===== config.mk =====
export PLATFORM = sky130hd
export DESIGN_NAME = uart_rx
export DESIGN_NICKNAME = d
export VERILOG_FILES = /design/src/rtl/uart_rx.sv
export SDC_FILE = /design/constraint.sdc
export NUM_CORES = 1
export LEC_CHECK = 0
export BUFFER_PORTS_ARGS = -buffer_cell sky130_fd_sc_hd__buf_2
export CAP_MARGIN = 20
export CORE_MARGIN = 2
export CORE_UTILIZATION = 45
export DETAILED_ROUTE_END_ITERATION = 10
export SYNTH_ARGS = -nofsm -noshare
export SYNTH_HDL_FRONTEND = slang
export SYNTH_SLANG_ARGS = --single-unit

===== constraint.sdc =====
create_clock -name clk -period 2.8 [get_ports clk]
set_clock_uncertainty 0.2 [all_clocks]
set_input_delay 0.28 -clock clk [delete_from_list [all_inputs] [get_ports clk]]
set_output_delay 0.28 -clock clk [all_outputs]
set_load 0.03 [all_outputs]

===== src/rtl/uart_rx.sv =====
// uart_rx: 16x-oversampled serial receiver with optional parity, one-deep output holding register.
// Latency: rx_valid 1 clk after the mid-stop-bit tick; no backpressure on rx, an unread word is overwritten and overrun pulses.
module uart_rx #(
    parameter int DATA_BITS  = 8,
    parameter int PARITY_EN  = 0,
    parameter int PARITY_ODD = 0
) (
    input  logic                 clk,
    input  logic                 reset,
    input  logic                 tick,
    input  logic                 rx,
    output logic [DATA_BITS-1:0] rx_data,
    output logic                 rx_valid,
    input  logic                 rx_ready,
    output logic                 frame_err,
    output logic                 parity_err,
    output logic                 overrun
);

    localparam int             BW       = $clog2(DATA_BITS);
    localparam logic [BW-1:0]  LAST_BIT = BW'(DATA_BITS - 1);
    localparam logic           PAR_EN   = (PARITY_EN != 0);
    localparam logic           PAR_ODD  = (PARITY_ODD != 0);

    typedef enum logic [2:0] {IDLE, START, DATA, PARITY, STOP} state_t;

    state_t                state, state_nx;
    logic [3:0]            tick_cnt, tick_cnt_nx;
    logic [BW-1:0]         bit_cnt, bit_cnt_nx;
    logic [DATA_BITS-1:0]  shreg, shreg_nx;
    logic                  perr, perr_nx;
    logic                  done, ferr;
    logic                  rx_meta, rx_s;

    // Line idles high, so the synchroniser resets to 1 to avoid a false start.
    always_ff @(posedge clk or posedge reset) begin
        if (reset) begin
            rx_meta <= 1'b1;
            rx_s    <= 1'b1;
        end else begin
            rx_meta <= rx;
            rx_s    <= rx_meta;
        end
    end

    always_ff @(posedge clk or posedge reset) begin
        if (reset) begin
            state    <= IDLE;
            tick_cnt <= '0;
            bit_cnt  <= '0;
            shreg    <= '0;
            perr     <= 1'b0;
        end else begin
            state    <= state_nx;
            tick_cnt <= tick_cnt_nx;
            bit_cnt  <= bit_cnt_nx;
            shreg    <= shreg_nx;
            perr     <= perr_nx;
        end
    end

    always_comb begin
        state_nx    = state;
        tick_cnt_nx = tick_cnt;
        bit_cnt_nx  = bit_cnt;
        shreg_nx    = shreg;
        perr_nx     = perr;
        done        = 1'b0;
        ferr        = 1'b0;
        if (tick) begin
            case (state)
                IDLE: begin
                    if (!rx_s) begin
                        state_nx    = START;
                        tick_cnt_nx = '0;
                    end
                end
                START: begin
                    tick_cnt_nx = tick_cnt + 4'd1;
                    if (tick_cnt == 4'd7) begin
                        if (!rx_s) begin
                            state_nx    = DATA;
                            tick_cnt_nx = '0;
                            bit_cnt_nx  = '0;
                        end else begin
                            state_nx = IDLE;
                        end
                    end
                end
                DATA: begin
                    tick_cnt_nx = tick_cnt + 4'd1;
                    if (tick_cnt == 4'd15) begin
                        shreg_nx    = {rx_s, shreg[DATA_BITS-1:1]};
                        tick_cnt_nx = '0;
                        if (bit_cnt == LAST_BIT) begin
                            state_nx = PAR_EN ? PARITY : STOP;
                        end else begin
                            bit_cnt_nx = bit_cnt + 1'b1;
                        end
                    end
                end
                PARITY: begin
                    tick_cnt_nx = tick_cnt + 4'd1;
                    if (tick_cnt == 4'd15) begin
                        perr_nx     = (^shreg) ^ rx_s ^ PAR_ODD;
                        tick_cnt_nx = '0;
                        state_nx    = STOP;
                    end
                end
                STOP: begin
                    tick_cnt_nx = tick_cnt + 4'd1;
                    if (tick_cnt == 4'd15) begin
                        // Back to IDLE now so a start bit right after the stop bit is caught next tick.
                        ferr        = ~rx_s;
                        done        = 1'b1;
                        tick_cnt_nx = '0;
                        state_nx    = IDLE;
                    end
                end
                default: state_nx = IDLE;
            endcase
        end
    end

    always_ff @(posedge clk or posedge reset) begin
        if (reset) begin
            rx_data    <= '0;
            rx_valid   <= 1'b0;
            frame_err  <= 1'b0;
            parity_err <= 1'b0;
            overrun    <= 1'b0;
        end else begin
            overrun <= 1'b0;
            if (done) begin
                rx_data    <= shreg;
                frame_err  <= ferr;
                parity_err <= PAR_EN & perr;
                rx_valid   <= 1'b1;
                overrun    <= rx_valid & ~rx_ready;
            end else if (rx_valid && rx_ready) begin
                rx_valid <= 1'b0;
            end
        end
    end

endmodule


==> results of run 1 <==
## layout make-up
class	instances	area, µm²	area share [%]
well taps	44	55.1	3.39
multi-input cells	73	613	37.8
clock buffers	6	51.3	3.16
repair buffers	18	103	6.32
flip-flops and latches	31	778	47.9
clock inverters	1	5.00	0.308
inverters	5	18.8	1.16
## Yosys cell counts (2+ instances only)
cell type / number / area (µm²)
nor2b_1: 2 / 12.5
o211ai_1: 4 / 30.0
o21ai_0: 6 / 30.0
and3_1: 2 / 12.5
inv_1: 5 / 18.8
nand4_1: 2 / 12.5
nand2b_1: 3 / 18.8
nand2_1: 8 / 30.0
dfrtp_1: 29 / 726
mux2_4: 8 / 120
buf_2: 3 / 15.0
ha_1: 3 / 37.5
dfstp_2: 2 / 52.6
a22o_1: 4 / 35.0
nand3_1: 3 / 15.0
mux2_2: 9 / 101
o2111ai_1: 2 / 17.5
nor2_1: 2 / 7.51
nor4_1: 2 / 12.5
## registers in the layout, indices dropped and copies added, names as in the netlist
name and count:
bit_cnt 3, frame_err 1, overrun 1, rx_data 8
rx_meta 1, rx_s 1, rx_valid 1, shreg 8
state 3, tick_cnt 4
## stage by stage
| stage | area (µm²) | hold slack, ns | power, µW | worst slack (ns) | util [%] |
|---|---|---|---|---|---|
| floorplan | 1450 | 0.0845 | 752 | 0.814 | - |
| global placement | 1550 | 0.148 | 791 | 0.669 | 50.7 |
| detailed placement | 1550 | 0.152 | 801 | 0.583 | 50.7 |
| CTS | 1620 | 0.00434 | 1060 | 0.564 | 53.2 |
| global route | 1620 | 0.0259 | 1130 | 0.459 | 53.2 |
| finish | 1620 | 0.0138 | 1060 | 0.577 | 53.2 |
## worst max path at each step
| stage | to | slack (ns) |
|---|---|---|
| after CTS | rx_data[1] | 0.56 |
| final | rx_data[1] | 0.58 |
| after detailed placement | rx_data[1] | 0.58 |
| after global routing | rx_data[2] | 0.46 |
| after global placement | rx_data[6] | 0.67 |
| after floorplan | shreg[0] | 0.81 |
## critical path, cell delays in order (launching register included)
cell	delay, ns
dfrtp_1	0.40
ha_1	0.30
and3_1	0.27
nand4_1	0.48
mux2_2	0.46
## kinds of logic (layout without fill, tap and decap cells)
family                   after synthesis  in the layout
other                                  1              1
buffers and inverters                 11             30
multiplexers                          18             18
AO/OA/AOI/OAI                         19             19
AND/OR/NAND/NOR                       32             32
adder cells (fa/ha/maj)                3              3
flip-flops                            31             31
## per-layer routing
metal,global-route usage [%],vias up
met5,0,-
met4,6.83,0
li1,-,455
met2,26.1,22
met3,6.61,6
met1,17.2,479
## power by group through the flow
| stage | Clock, µW | Combinational (µW) | Sequential (µW) |
|---|---|---|---|
| after detailed placement | 0 | 228 | 573 |
| after CTS | 267 | 231 | 565 |
| final | 259 | 229 | 567 |
| after global placement | 0 | 221 | 569 |
| after global routing | 291 | 258 | 576 |
| after floorplan | 0 | 208 | 544 |
## timing repair
action / 4_1_cts / 5_1_grt
buffers inserted: 0 / 0
hold endpoints to repair: 30 / 0
hold buffers: 2 / 0
==> impl_results.md, run 1 <==
* Status: complete, no violations
* Core Box Area at 3050 µm²
* Register share of total power at 53.7%
* Die X at 60.7 µm
* Mapped Area at 1450 µm²
* Initial Util at 47.4%
* Clock share of power at 24.6%
* Async SR Flop Fraction at 100%
* Unique masters post-synth at 35
* Clock Latency Late Sink at 0.32 ns
* Syn-to-layout area delta at 12.2%
* Clock sink total at 31
* Syn Inst Count at 115
* Gate power share at 21.7%
* DR vias at 962
* Worst r2r path cells at 4
* Post-Route WL at 2430 µm
* Gpl congestion at 0.794
* DRT Pass-1 Iters at 4
* Setup TNS Final at 0 ns
* Post-synth top flop: dfrtp_1
* Seq/Total Area, Yosys at 53.8%
* IO Pins at 17
* DRC at 0
* Worst hold path depth at 3
* Ant. Diodes at 0
* Simple-gate share of the synthesized area at 13.8%
* Mux contribution to synthesized area at 16.0%
* Pwr dens at 650 nW/µm²
* Synth Area in Adders at 2.59%
* Worst endpoint data arrival time at 2.23 ns
* Number of routed nets with antenna violations at 0
* Die area at 3690 µm²
* Peak supply drop at 297 µV
* Clock root cell: clkbuf_4
* Total GRT Usage at 15.5%
* #FFs+latches synth at 31
* Antenna violations before repair at 0
* Compound-Gate Fraction of Synth Area at 9.68%
* Crit path kind: flip-flop to flip-flop
* Dpl hpwl at 1720 µm
* Xor-xnor portion of the synthesized cell area at 0%
* Rows at 20
* Largest net degree at the start of global routing at 32
* Worst slew margin at 62.0%
* Per-cell routed wire length at 13.6 µm
* Cts bufs inserted at 5
* Vias in the first global route at 937
* M1 wire length at 1050 µm
* Hold crit path type: input port to flip-flop
* Max cap viols at 0
* Final Cycle Share at 79.4%
* Clock transition at the registers of the reported paths at 0.09 ns
* Synth warn at 0
* DP Cell Count at 169
* Critical path origin: tick_cnt[0]
* Final setup violation count at 0
* Hold Path Sink: overrun
* Min-delay src: rx_ready
* Reg-to-reg endpoint: rx_data[1]
* Slew @ Worst Pin at 0.569 ns
* Worst r2r src: tick_cnt[0]
* Die H at 60.7 µm
* RSZ-0062 raised after global routing: false
* Hold Vio Cnt, Final at 0
* CP startpoint kind: flip-flop
* # fillers at 280
* Slew Limit Fails at 0
* R2R Setup Slk at 0.58 ns
* Top layer in use: met4
* Fmax at 450 MHz
* Largest family of logic cells by synthesized area: multiplexers
* Layout cells sized above 1 at 35.1%
* Max clock buf depth at 2
* CP Capture Type: flip-flop
* Syn Nets at 123
* Syn_area_per_cell at 12.6 µm²
* Met2 wire length at 1210 µm
* CTS H-tree depth at 2
* Starting DRT DRC Count at 34
* Buffers on Ports at 15
* WP data required at 2.81 ns
* Metal3 WL at 128 µm
* Fin nets at 142
* GR Overflow Total at 0
* Post-synth EDFFs at 0
* Commonest non-fill, non-tap cell in the layout: dfrtp_1
* Internal power at 719 µW
* Post-cts sizing count at 0
* Net Sw Frac at 31.8%
* Maximum fanout along the worst path at 11
* CTS tree: done
* Commonest cells after routing, fill and taps aside: 29 x dfrtp_1, 15 x buf_2, 9 x mux2_2
* Final cell count without fillers at 178
* First-pass GRT wire length at 4160 µm
* Tmin final at 2.22 ns
* Routed vias/inst at 5.40
* Pleak at 0.000833 µW
* Net Sw Power at 336 µW
No activity file was read; power rests on OpenSTA's default activity.
==> run 2: changes to the inputs <==
--- a/config.mk
+++ b/config.mk
@@ -5,6 +5,7 @@
 export SDC_FILE = /design/constraint.sdc
 export NUM_CORES = 1
 export LEC_CHECK = 0
+export ABC_AREA = 1
 export BUFFER_PORTS_ARGS = -buffer_cell sky130_fd_sc_hd__buf_2
 export CAP_MARGIN = 20
 export CORE_MARGIN = 2
==> constraint.sdc (replaced) <==
create_clock -name clk -period 2.2 [get_ports clk]
set_clock_uncertainty 0.2 [all_clocks]
set_input_delay 0.22 -clock clk [delete_from_list [all_inputs] [get_ports clk]]
set_output_delay 0.22 -clock clk [all_outputs]
set_load 0.03 [all_outputs]
==> impl_results.md, run 2 <==
* GR Overflow Total at 0 (unchanged)
* Top-count cell post-synth: nand2_1
* DR vias at 1176 (+22%)
* Slew Limit Fails at 0 (unchanged)
* Starting DRT DRC Count at 72 (+110%)
* Clock Latency Late Sink at 0.32 ns (about the same)
* CP startpoint kind: flip-flop
* Synth warn at 0 (unchanged)
* Initial Util at 47.3% (-0.13 points)
* Crit path kind: flip-flop to flip-flop
* Syn_area_per_cell at 8.95 µm² (-29%)
* Setup TNS Final at 0 ns (unchanged)
* Main area contributors after synthesis: dfrtp_1 45%, nand2_1 12%, o21ai_2 8.2%
* Crit-path cells: ha_1 > nand3_4 > nand3_1 > nand2_1 > nor2_2 > nand2_2 > nand2_1 > nand2_1
* CP Capture Type: flip-flop
* Rows at 21 (+5.0%)
* Routed vias/inst at 4.74 (-12%)
* Commonest non-fill, non-tap cell in the layout: nand2_1
* DP Area at 1700 µm² (+9.9%)
* Fin area at 1800 µm² (+11%)
* Async SR Flop Fraction at 100% (unchanged)
* DRC at 0 (unchanged)
* CTS H-tree depth at 2 (unchanged)
* Yosys top cell by area: dfrtp_1
* First-pass GRT wire length at 4840 µm (+16%)
* Post-synth top flop: dfrtp_1
* Worst endpoint data arrival time at 1.70 ns (-0.53 ns)
* # fillers at 313 (+12%)
* Syn Nets at 187 (+52%)
* Status: complete, no violations
* Clock root cell: clkbuf_4
* Final Cycle Share at 76.3% (-3.1 points)
* WP data required at 2.22 ns (-0.59 ns)
* Crit-path max cell delay at 0.41 ns (-0.07 ns)
* Post-Route Utilization at 53.1% (-0.077 points)
* CTS tree: done
* Peak supply drop at 384 µV (+29%)
* Pwr dens at 842 nW/µm² (+30%)
* Buffers on Ports at 15 (unchanged)
* Die H at 63.7 µm (+4.9%)
* Final setup violation count at 0 (unchanged)
* Post-Route WL at 2680 µm (+10%)
* Number of routed nets with antenna violations at 0 (unchanged)
* Max cap viols at 0 (unchanged)
* Clock sink total at 31 (unchanged)
* #FFs+latches synth at 31 (unchanged)
* Max clock buf depth at 2 (unchanged)
* Share of the synthesized area in the top cell type at 45.3% (-4.9 points)
* Hold Slack at 0.0954 ns (+0.0816 ns)
* Pleak at 0.000946 µW (+13%)
* Synth cell count leaders: 50 x nand2_1, 29 x dfrtp_1, 20 x inv_1, 15 x o21ai_2, 13 x nor2_1
* Hold Vio Cnt, Final at 0 (unchanged)
* Antenna violations before repair at 0 (unchanged)
* Clock transition at the registers of the reported paths at 0.09 ns (about the same)
* Post-CTS Setup Bufs at 0 (unchanged)
* Dpl hpwl at 1990 µm (+16%)
* Maximum fanout along the worst path at 6 (-5)
* IO Pins at 17 (unchanged)
* Die X at 63.7 µm (+4.9%)
* Fin nets at 209 (+47%)
* Ant. Diodes at 0 (unchanged)
* Top flop regs: rx_data x8, shreg x8, tick_cnt x4
* Worst r2r path cells at 8 (+4)
* Hold crit path type: input port to flip-flop
* Post-synth EDFFs at 0 (unchanged)
* Total GRT Usage at 15.5% (about the same)
* Gpl congestion at 0.917 (+15%)
* Largest net degree at the start of global routing at 32 (unchanged)
* Syn-to-layout area delta at 12.3%
* RSZ-0062 raised after global routing: false
* Die area at 4060 µm² (+10%)
* Syn Inst Count at 179 (+56%)
* Tmin final at 1.68 ns (-0.545 ns)
* Layout cells sized above 1 at 29.7% (-5.4 points)
* Cts bufs inserted at 5 (unchanged)
* Commonest cells after routing, fill and taps aside: 50 x nand2_1, 29 x dfrtp_1, 20 x inv_1
* Most Frequent Cell on Critical Path: nand2_1
* Worst hold path depth at 5 (+2)
* DRT Pass-1 Iters at 4 (unchanged)
* Vias in the first global route at 1119 (+19%)
* Slowest stage cell, crit path: dfrtp_1
* Core Box Area at 3390 µm² (+11%)
* Mapped Area at 1600 µm² (+11%)
* Seq/Total Area, Yosys at 48.6% (-5.2 points)
* Fmax at 596 MHz (+33%)
* Unique masters post-synth at 26 (-26%)
* Per-cell routed wire length at 10.8 µm (-21%)
run 2: cell types whose count changed in the layout (fill, tap and decap cells not counted), moves of 5 or more:
cell     before  now
nand2_1       8   50
nand3_1       3   11
nor2_2        0    5
mux2_2        9    0
nor2_1        2   13
mux2_4        8    0
inv_1         5   20
o21ai_2       0   15
run 2: what timing repair did:
item,in CTS,in global routing
hold buffers,3,0
setup endpoints to repair,0,0
resized for setup,0,0
endpoints found under the hold margin,32,0
run 2: metal layers:
layer	global-route usage (%)	share of wire, %	up-vias
li1	-	-	607
met1	19.1	46	535
met2	25.1	46	29
met3	5.36	5.5	5
met4	5.98	2.1	0
met5	0	0	-
run 2: critical path: cells and delay by family, from the launching register on:
family / cells / cell delay, ns
flops: 1 / 0.41
fa+ha+maj: 1 / 0.28
simple gates: 7 / 0.68
run 2: final cells by class:
cell class | instances | area, µm² | area share [%]
flip-flops and latches | 31 | 778 | 43.2
multi-input cells | 121 | 697 | 38.7
repair buffers | 19 | 113 | 6.25
inverters | 23 | 86.3 | 4.79
clock buffers | 8 | 68.8 | 3.82
well taps | 46 | 57.6 | 3.20
run 2: cells by family (layout without fill, tap and decap cells):
kind of cell	count (synthesis)	in the layout	synth area share (%)
AO/OA/AOI/OAI	23	23	10.9
adder cells (fa/ha/maj)	3	3	2.34
buffers and inverters	27	50	7.96
flip-flops	31	31	48.6
other	1	1	0.234
AND/OR/NAND/NOR	94	94	30.0
run 2: per-stage QoR:
step | setup WS (ns) | total power [µW] | cells
CTS | 0.515 | 1530 | 248
finish | 0.522 | 1520 | 248
global placement | 0.582 | 1150 | 237
floorplan | 0.652 | 1070 | 179
detailed placement | 0.530 | 1150 | 237
global route | 0.358 | 1640 | 248
run 2: final timing paths:
kind | from | to | slack [ns]
max in group asynchronous | reset | rx_s | 1.18
max | tick_cnt[0] | state[2] | 0.52
min reg2reg | rx_meta | rx_s | 0.16
min | tick | state[1] | 0.1
min in group asynchronous | reset | state[2] | 0.30
max reg2reg | tick_cnt[0] | state[2] | 0.52
run 2: power breakdown:
part	internal [µW]	total [µW]	switching (µW)
clock	188	370	182
combinational	142	446	304
sequential	621	701	79.5
total	951	1520	565
